File: config.mk
export PLATFORM = sky130hd
export DESIGN_NAME = tx_pkt_buffer
export DESIGN_NICKNAME = d
export VERILOG_FILES = /design/src/rtl/router_pkg.sv /design/src/rtl/flit_ram.sv /design/src/rtl/tx_pkt_buffer.sv
export SDC_FILE = /design/constraint.sdc
export NUM_CORES = 1
export LEC_CHECK = 0
export ABC_AREA = 0
export CORE_MARGIN = 2
export CORE_UTILIZATION = 26
export DETAILED_ROUTE_END_ITERATION = 10
export GPL_TIMING_DRIVEN = 0
export SLEW_MARGIN = 0
export SYNTH_ARGS = -nofsm -noshare
export SYNTH_HDL_FRONTEND = slang
export SYNTH_SLANG_ARGS = --single-unit
File: constraint.sdc
create_clock -name clk -period 13.3 [get_ports clk]
set_clock_uncertainty 0.1 [all_clocks]
set_input_delay 3.99 -clock clk [delete_from_list [all_inputs] [get_ports clk]]
set_output_delay 3.99 -clock clk [all_outputs]
set_load 0.01 [all_outputs]
File: src/rtl/router_pkg.sv
// rtl/router_pkg.sv - flit field positions and write-side FSM encodings
package router_pkg;

   localparam int BOP_BIT   = 69;
   localparam int EOP_BIT   = 68;
   localparam int DATA_MSB  = 67;
   localparam int DATA_LSB  = 4;
   localparam int VALID_MSB = 3;

   typedef enum logic [1:0] {
      IDLE = 2'd0,
      PKT  = 2'd1,
      DROP = 2'd2
   } wr_state_t;

endpackage

File: src/rtl/flit_ram.sv
// rtl/flit_ram.sv - simple dual-port flit RAM, synchronous write, asynchronous read
module flit_ram #(
   parameter int DATA_WIDTH = 70,
   parameter int ADDR_WIDTH = 4
) (
   input  logic                  clk,
   input  logic                  i_wr_en,
   input  logic [ADDR_WIDTH-1:0] i_wr_addr,
   input  logic [DATA_WIDTH-1:0] i_wr_data,
   input  logic [ADDR_WIDTH-1:0] i_rd_addr,
   output logic [DATA_WIDTH-1:0] o_rd_data
);

   logic [DATA_WIDTH-1:0] r_mem [2**ADDR_WIDTH];

   always_ff @(posedge clk) begin
      if (i_wr_en) r_mem[i_wr_addr] <= i_wr_data;
   end

   assign o_rd_data = r_mem[i_rd_addr];

endmodule

File: src/rtl/tx_pkt_buffer.sv
// rtl/tx_pkt_buffer.sv - store-and-forward transmit packet buffer
// Packets become visible to the MAC side only once their eop flit is committed.
module tx_pkt_buffer
   import router_pkg::*;
#(
   parameter int DATA_WIDTH = 70,
   parameter int ADDR_WIDTH = 4,
   parameter int CNT_WIDTH  = 16
) (
   input  logic                  clk,
   input  logic                  rst,
   input  logic [DATA_WIDTH-1:0] in_data,
   input  logic                  in_val,
   output logic                  in_ready,
   output logic [DATA_WIDTH-1:0] data_router,
   output logic                  val,
   input  logic                  ack,
   output logic [CNT_WIDTH-1:0]  drop_cnt
);

   localparam logic [ADDR_WIDTH:0] DEPTH   = (ADDR_WIDTH+1)'(2**ADDR_WIDTH);
   localparam logic [ADDR_WIDTH:0] PTR_ONE = (ADDR_WIDTH+1)'(1);

   wr_state_t r_state, w_next;

   logic [ADDR_WIDTH:0]   r_rd_ptr, r_wr_ptr, r_commit_ptr, r_pkt_count;
   logic [CNT_WIDTH-1:0]  r_drop_cnt;
   logic                  w_full, w_pkt_empty, w_accept, w_bop, w_eop;
   logic                  w_wr_en, w_rollback, w_commit, w_overflow, w_drop_inc;
   logic                  w_rd_fire, w_pkt_dec;
   logic [ADDR_WIDTH:0]   w_wr_addr, w_wr_next;
   logic [DATA_WIDTH-1:0] w_rd_data;

   assign w_full      = (r_wr_ptr - r_rd_ptr) == DEPTH;
   assign w_pkt_empty = (r_pkt_count == '0);
   assign w_accept    = in_val & in_ready;
   assign w_bop       = in_data[BOP_BIT];
   assign w_eop       = in_data[EOP_BIT];

   always_ff @(posedge clk or posedge rst) begin
      if (rst) r_state <= IDLE;
      else     r_state <= w_next;
   end

   always_comb begin
      w_next = r_state;
      case (r_state)
         IDLE: if (w_accept && w_bop && !w_eop) w_next = PKT;
         PKT: begin
            if (w_accept) begin
               if (w_full)     w_next = DROP;
               else if (w_eop) w_next = IDLE;
            end
         end
         DROP: begin
            if (w_accept) begin
               if (w_bop && !w_full) w_next = w_eop ? IDLE : PKT;
               else if (w_eop)       w_next = IDLE;
            end
         end
         default: w_next = IDLE;
      endcase
   end

   always_comb begin
      in_ready   = 1'b1;
      w_wr_en    = 1'b0;
      w_rollback = 1'b0;
      w_commit   = 1'b0;
      w_overflow = 1'b0;
      w_drop_inc = 1'b0;
      case (r_state)
         IDLE: begin
            in_ready = !w_full;
            if (w_accept && w_bop) begin
               w_wr_en  = 1'b1;
               w_commit = w_eop;
            end
         end
         PKT: begin
            in_ready = !w_full || w_pkt_empty;
            if (w_accept) begin
               if (w_full) begin
                  w_overflow = 1'b1;
                  w_drop_inc = 1'b1;
               end else begin
                  // A new bop here means the previous packet lost its eop.
                  w_wr_en    = 1'b1;
                  w_rollback = w_bop;
                  w_drop_inc = w_bop;
                  w_commit   = w_eop;
               end
            end
         end
         DROP: begin
            in_ready = 1'b1;
            if (w_accept && w_bop && !w_full) begin
               w_wr_en  = 1'b1;
               w_commit = w_eop;
            end
         end
         default: in_ready = 1'b1;
      endcase
   end

   assign w_wr_addr = w_rollback ? r_commit_ptr : r_wr_ptr;
   assign w_wr_next = w_wr_addr + PTR_ONE;

   flit_ram #(
      .DATA_WIDTH (DATA_WIDTH),
      .ADDR_WIDTH (ADDR_WIDTH)
   ) u_flit_ram (
      .clk       (clk),
      .i_wr_en   (w_wr_en),
      .i_wr_addr (w_wr_addr[ADDR_WIDTH-1:0]),
      .i_wr_data (in_data),
      .i_rd_addr (r_rd_ptr[ADDR_WIDTH-1:0]),
      .o_rd_data (w_rd_data)
   );

   assign w_rd_fire = val & ack;
   assign w_pkt_dec = w_rd_fire & w_rd_data[EOP_BIT];

   always_ff @(posedge clk or posedge rst) begin
      if (rst) begin
         r_rd_ptr     <= '0;
         r_wr_ptr     <= '0;
         r_commit_ptr <= '0;
         r_pkt_count  <= '0;
         r_drop_cnt   <= '0;
      end else begin
         if (w_overflow)   r_wr_ptr <= r_commit_ptr;
         else if (w_wr_en) r_wr_ptr <= w_wr_next;
         if (w_commit)     r_commit_ptr <= w_wr_next;
         if (w_rd_fire)    r_rd_ptr <= r_rd_ptr + PTR_ONE;
         case ({w_commit, w_pkt_dec})
            2'b10:   r_pkt_count <= r_pkt_count + PTR_ONE;
            2'b01:   r_pkt_count <= r_pkt_count - PTR_ONE;
            default: r_pkt_count <= r_pkt_count;
         endcase
         if (w_drop_inc && r_drop_cnt != {CNT_WIDTH{1'b1}})
            r_drop_cnt <= r_drop_cnt + CNT_WIDTH'(1);
      end
   end

   assign val         = !w_pkt_empty;
   assign data_router = val ? w_rd_data : '0;
   assign drop_cnt    = r_drop_cnt;

endmodule

=== After elaboration in Yosys (flattened, before gate mapping) ===
Memories as Yosys holds them, arrays and structs flattened.
Index checks and enable logic that the tools add are counted.
Widths: inputs -> output; s select.

* Logic and storage cells: 74
* Output and inout bits: 88
* Bits in writable memories: 1120
* Register bits after elaboration: 38
* Memories kept: 1

{| class="wikitable"
|+ Memory list
! memory !! depth !! bits a word !! rd ports !! clocked after Yosys merged registers in !! wr ports !! line !! text
|-
| u_flit_ram.r_mem || 16 || 70 || 1 || 0 || 1 || flit_ram.sv:14 || <nowiki>logic [DATA_WIDTH-1:0] r_mem [2**ADDR_WIDTH];</nowiki>
|}

* Mux-type cells: 35
* Bitwise operators: 3
* Reductions and logical operators: 14
* Eq/ne operators: 9
* Add/subtract/negate cells: 6

{| class="wikitable"
|+ Operator list
! kind !! count
|-
| $mux 70 || 1
|-
| $mux 1 || 20
|-
| $add 16x1->16 const B || 1
|-
| $ne 16x16->1 const B || 1
|-
| $add 5x1->5 const B || 3
|-
| $mux 5 || 3
|-
| $mux 2 || 6
|-
| $pmux 5 s2 || 1
|-
| $ne 2x2->1 const B || 3
|-
| $pmux 1 s3 || 2
|-
| $pmux 2 s3 || 1
|-
| $eq 5x5->1 const B || 1
|-
| $logic_and 1x1->1 || 5
|-
| $logic_not 5->1 || 1
|-
| $sub 5x1->5 const B || 1
|-
| $sub 5x5->5 || 1
|-
| $eq 2x1->1 const B || 2
|-
| $eq 2x2->1 const B || 2
|-
| $reduce_bool 2->1 || 2
|-
| $and 1x1->1 || 3
|-
| $logic_not 1->1 || 3
|-
| $reduce_and 3->1 || 1
|-
| $logic_not 2->1 || 1
|-
| $pmux 1 s2 || 1
|-
| $logic_or 1x1->1 || 1
|}

=== Depth between registers and ports, before layout ===
* Depth after elaboration: 12
* Gate-level depth with buffers: 17
* Depth with buffers taken out: 14

=== Cells and area by module ===
A second synthesis with hierarchy kept.

* Cells, all modules: 2053
* Area total of the unflattened synthesis: 44721.6 um^2

{| class="wikitable"
|+ Modules (own cells, without submodules)
! module !! instances !! cells an instance !! area each (um^2) !! sequential area each (um^2)
|-
| flit_ram || 1 || 1730 || 41922.7 || 33632.3
|-
| tx_pkt_buffer || 1 || 323 || 2798.9 || 950.9
|}

=== Worst setup path after synthesis ===
No wires, ideal clock.

* Kind: in2reg
* Start: input in_data[69]
* End: memory u_flit_ram.r_mem[15][0], enable pin
* Buffers on the path: 1
* Stages on the path: 8
* Library setup time: 521 ps
* Arrival time: 8739 ps
* Setup slack: 3939 ps
* Cell sequence: nand4b_1 > nor2_1 > mux2_2 > ha_1 > clkbuf_1 > and3_1 > nand2_1 > a21oi_1

* Longest elaborated chain between the ends: 6
* Elaborated cells on any way between the ends: 11
* Those cells by class: 9 x mux; 2 x reduce/logical

{| class="wikitable"
|+ Ends and longest elaborated chain
! element !! line !! text
|-
| from (decl) || tx_pkt_buffer.sv:12 || <nowiki>input logic [DATA_WIDTH-1:0] in_data,</nowiki>
|-
| $logic_and 1x1->1 || tx_pkt_buffer.sv:75, tx_pkt_buffer.sv:97 ||
|-
| $logic_and 1x1->1 || tx_pkt_buffer.sv:97 || <nowiki>if (w_accept && w_bop && !w_full) begin</nowiki>
|-
| $mux 1 || tx_pkt_buffer.sv:97 ||
|-
| $pmux 1 s3 || tx_pkt_buffer.sv:72 || <nowiki>case (r_state)</nowiki>
|-
| $mux 1 || flit_ram.sv:17 || <nowiki>if (i_wr_en) r_mem[i_wr_addr] <= i_wr_data;</nowiki>
|-
| $mux 1 (not written as such) || flit_ram.sv:17 ||
|-
| to (decl) || flit_ram.sv:14 ||
|}

Several ways; a longest one is shown, not always the timed one.

=== Worst setup path after layout ===
* Start: register r_rd_ptr[1]
* End: output data_router[62]

* Longest elaborated chain between the ends: 2

{| class="wikitable"
|+ Ends and longest elaborated chain
! element !! line !! text
|-
| from (decl) || tx_pkt_buffer.sv:26 || <nowiki>logic [ADDR_WIDTH:0] r_rd_ptr, r_wr_ptr, r_commit_ptr, r_pkt_count;</nowiki>
|-
| from (signal assigned) || tx_pkt_buffer.sv:135 || <nowiki>if (w_rd_fire) r_rd_ptr <= r_rd_ptr + PTR_ONE;</nowiki>
|-
| $mem_v2 16x70 || -- ||
|-
| $mux 70 || tx_pkt_buffer.sv:147 || <nowiki>assign data_router = val ? w_rd_data : '0;</nowiki>
|-
| to (decl) || tx_pkt_buffer.sv:15 || <nowiki>output logic [DATA_WIDTH-1:0] data_router,</nowiki>
|}

Every way passes these cells.

==> results.txt <==
In the post-synthesis netlist, the biggest area contributors are sky130_fd_sc_hd__edfxtp_1 (75%), sky130_fd_sc_hd__mux4_2 (18%), sky130_fd_sc_hd__dfrtp_1 (2.1%). The ratio of final minimum period to clock period was 0.651; the total net switching power was 3440 uW. sky130_fd_sc_hd__edfxtp_1 takes more of the synthesized area than any other cell.

Gates resized during post-CTS repair numbered 0. The leakage component of the power was 0.0165 uW. The final max-slew violation count is 0, and the number of synthesized flops with an enable pin is 1,120. From bottom edge to top edge, the die measures 420 um.

The register bit total from synthesis was 1,158; the highest net fanout along the worst path was 10. TritonCTS created 113 clock buffers. The actual transition at the worst max-transition pin was 1.26 ns; the global placement routability congestion was 0.746.

The post-synthesis async set-or-reset flop share came out at 0.0328. The startpoint class of the critical path is a register. Buffer type at the clock tree root: sky130_fd_sc_hd__clkbuf_16. The logs give 0.358 ns for the hold slack and 3 for the count of H-tree levels built during CTS. Final-stage net count: 2,302. The run finished with clean final reports. The tools report the combinational group share of total power as 0.337. The slowest stage of the critical path is the sky130_fd_sc_hd__buf_1 cell. The number of standard cells in the layout, taps in and fillers out came out at 4,625.

The routed layout has 21,000 vias. The highest cell delay on the worst timing path was 0.92 ns. In the routed design, unresolved DRC markers number 0. The mean area per synthesized cell came out at 23.5 um2. The number of nets produced by synthesis is 2,002, and the fraction of final layout cells sized beyond drive strength 1 is 0.255. The routed design has 116,000 um of wire. Final critical-path required period: 8.66 ns.

After routing the design area is 0.0538 mm2. In this run the core area contains 152 standard-cell rows. The count of final setup violators is 0, and the count of max-cap constraint violations is 0. The worst relative slew slack came out at 0.158. The switching share of power was 0.302. Critical path's top delay family: buffers and inverters. The source-to-sink clock delay at the later pin of the worst-skew pair was 0.70 ns; the via density per instance was 4.54.

The logs give 3 for the number of buffers on the longest clock path and 21,400 for the via count of the first global-routing pass. The area enclosed by the die boundary was 0.176 mm2. For the number of placed cells counting well taps, the log shows 4,408.

Static timing analysis puts the maximum clock frequency at 0.115 GHz. The tools report the leftover overflow at the end of global routing as 0. The hold buffer count at CTS was 0. The area share of the leading cell type in the synthesized netlist came out at 0.749.

Traced cell by cell, the critical path runs through clkbuf_1 > buf_1 > mux4_2 > mux4_2 > and2_1 > clkdlybuf4s50_1. For the initial standard-cell utilization of the core, the log shows 0.262. Synthesis produced 1,913 cells. The path class of the tightest hold or removal check is register to register. The tools report the number of antenna violations at the first check in global routing as 27. The worst setup path is captured at an output port. Setup repair after global routing left no endpoint under its margin.

The count of buffers added on input and output ports is 161. Post-CTS setup buffer count: 0. The logs give 0.131 for the overall global routing resource usage and 48 for the unique cell type count in the Yosys netlist. The share of power burned in registers is 0.381, and the count of boundary I/O pins is 162.

The part of the total power dissipated in the clock network was 0.282; the number of design-rule violations left by the first detailed-router iteration was 2,171. Data on the critical path is required at its endpoint by 9.21 ns. The sum of buffers and inverters on the critical path is 3, and the die width is 420 um. Leaving out fill and tap cells, the most frequent cells in the layout are sky130_fd_sc_hd__edfxtp_1 (1,120), sky130_fd_sc_hd__mux4_2 (349), sky130_fd_sc_hd__clkdlybuf4s50_1 (161). Entering global routing, the biggest net connects 42 pins.

Cell internal power was estimated by the tool at 7960 uW. After detailed routing, the average wire length per cell comes to 25.2 um. The clock transition at the registers of the reported paths was 0.06 ns.

The library cell appearing most often on the critical path was sky130_fd_sc_hd__mux4_2. The post-detailed-placement cell area came out at 0.0501 mm2. In the synthesized netlist the dominant register cell turns out to be sky130_fd_sc_hd__edfxtp_1. For this design the ratio of total power to cell area is 212 mW/mm2.

TritonCTS built the clock tree. The region available for standard cell placement spans 0.172 mm2. The logs give 0 for the number of synthesis warnings and 5 for the number of detailed-route iterations in the first pass.

The tools report the count of endpoints failing hold in the final timing report as 0. Fraction of the yosys area taken by sequential cells: 0.770. Relative to the synthesized area, the layout overhead comes to 19.8%.

The first global-routing pass estimated 163,000 um of wire. The type of the worst setup path is register to output port. The detail route stage leaves a number of antenna-violating nets equal to 0. VDD sags by at most 115 uV. The logs give 0.0449 mm2 for the area of the mapped netlist and 67,400 um for the detailed placer's ending HPWL.

STA puts the critical path data arrival time at 4.57 ns. The library cell used most frequently in the layout, excluding fill and tap cells, is sky130_fd_sc_hd__edfxtp_1. For the sink count of the clock tree, the log shows 1,158.
[layout make-up]
| class | instances | area (um2) |
|---|---|---|
| Multi-Input combinational cell | 648 | 9880 |
| Clock buffer | 153 | 3020 |
| Inverter | 13 | 48.8 |
| Fill cell | 16400 | 118000 |
| Sequential cell | 1158 | 34600 |
| Clock inverter | 59 | 688 |
| Antenna cell | 5 | 12.5 |
| Tap cell | 2310 | 2890 |
| Buffer | 94 | 444 |
| Timing Repair Buffer | 185 | 2230 |
[cells by family after synthesis]
family,share of synthesized area
AOI/OAI and AO/OA,0.00613
buffers and inverters,0.0110
DFF,0.770
muxes,0.178
xor gates and xnor gates,0.00566
adders and majority gates,0.00435
and+or+nand+nor,0.0249
[power groups by stage]
stage	clock network, uW	logic, uW	registers (uW)
2_1_floorplan	0	2260	4400
3_3_place_gp	0	3900	4450
3_5_place_dp	0	3960	4410
4_1_cts	3270	3970	4340
5_1_grt	3410	4080	4360
6_report	3210	3850	4340
[flip-flops by register name, indices dropped and copies added (netlist names)]
signal,cells
u_flit_ram.r_mem,1120
drop_cnt,16
r_commit_ptr,5
r_pkt_count,5
r_rd_ptr,5
r_wr_ptr,5
r_state,2
[synth_stat cells, drive strengths merged (4+ instances only)]
cell / n
nand3: 17
nor2: 23
mux4: 349
edfxtp: 1120
o21ai: 8
and2: 87
nor3: 8
buf: 50
nand2: 27
and3: 8
xor2: 4
inv: 12
a21oi: 15
nor2b: 6
xnor2: 25
dfrtp: 38
mux2i: 5
ha: 14
mux2: 6
o211ai: 4
nand4: 10
clkbuf: 44
[worst paths after layout]
| kind | cells after the start | end | startpoint | slack [ns] |
|---|---|---|---|---|
| worst max-delay path | 6 | data_router[62] | r_rd_ptr[1] | 4.64 |
| worst min-delay path | 1 | r_pkt_count[4] | r_pkt_count[4] | 0.36 |
| worst max register to register | 18 | u_flit_ram.r_mem[15][23] | r_rd_ptr[1] | 7.39 |
| worst min register to register | 1 | r_pkt_count[4] | r_pkt_count[4] | 0.36 |
| max in group asynchronous | 2 | r_pkt_count[1] | rst | 8.85 |
| min in group asynchronous | 2 | drop_cnt[9] | rst | 3.69 |
[per-stage QoR]
step / setup WS, ns / total power (uW) / TNS (ns) / util
after floorplan: 3.94 / 6660 / 0 / -
after global placement: -2.65 / 8350 / -184.85 / 0.288
after detailed placement: 4.88 / 8380 / 0 / 0.292
after CTS: 4.54 / 11600 / 0 / 0.313
after global routing: 4.51 / 11800 / 0 / 0.314
final: 4.64 / 11400 / 0 / 0.314
[layer usage]
metal / track usage / up-vias / share of wire
met5: 0 / - / 0.0012
met4: 0.0422 / 24 / 0.027
met3: 0.0224 / 191 / 0.056
met2: 0.227 / 685 / 0.51
met1: 0.166 / 11300 / 0.40
li1: - / 8739 / -
Power figures use the tool's default switching activity.
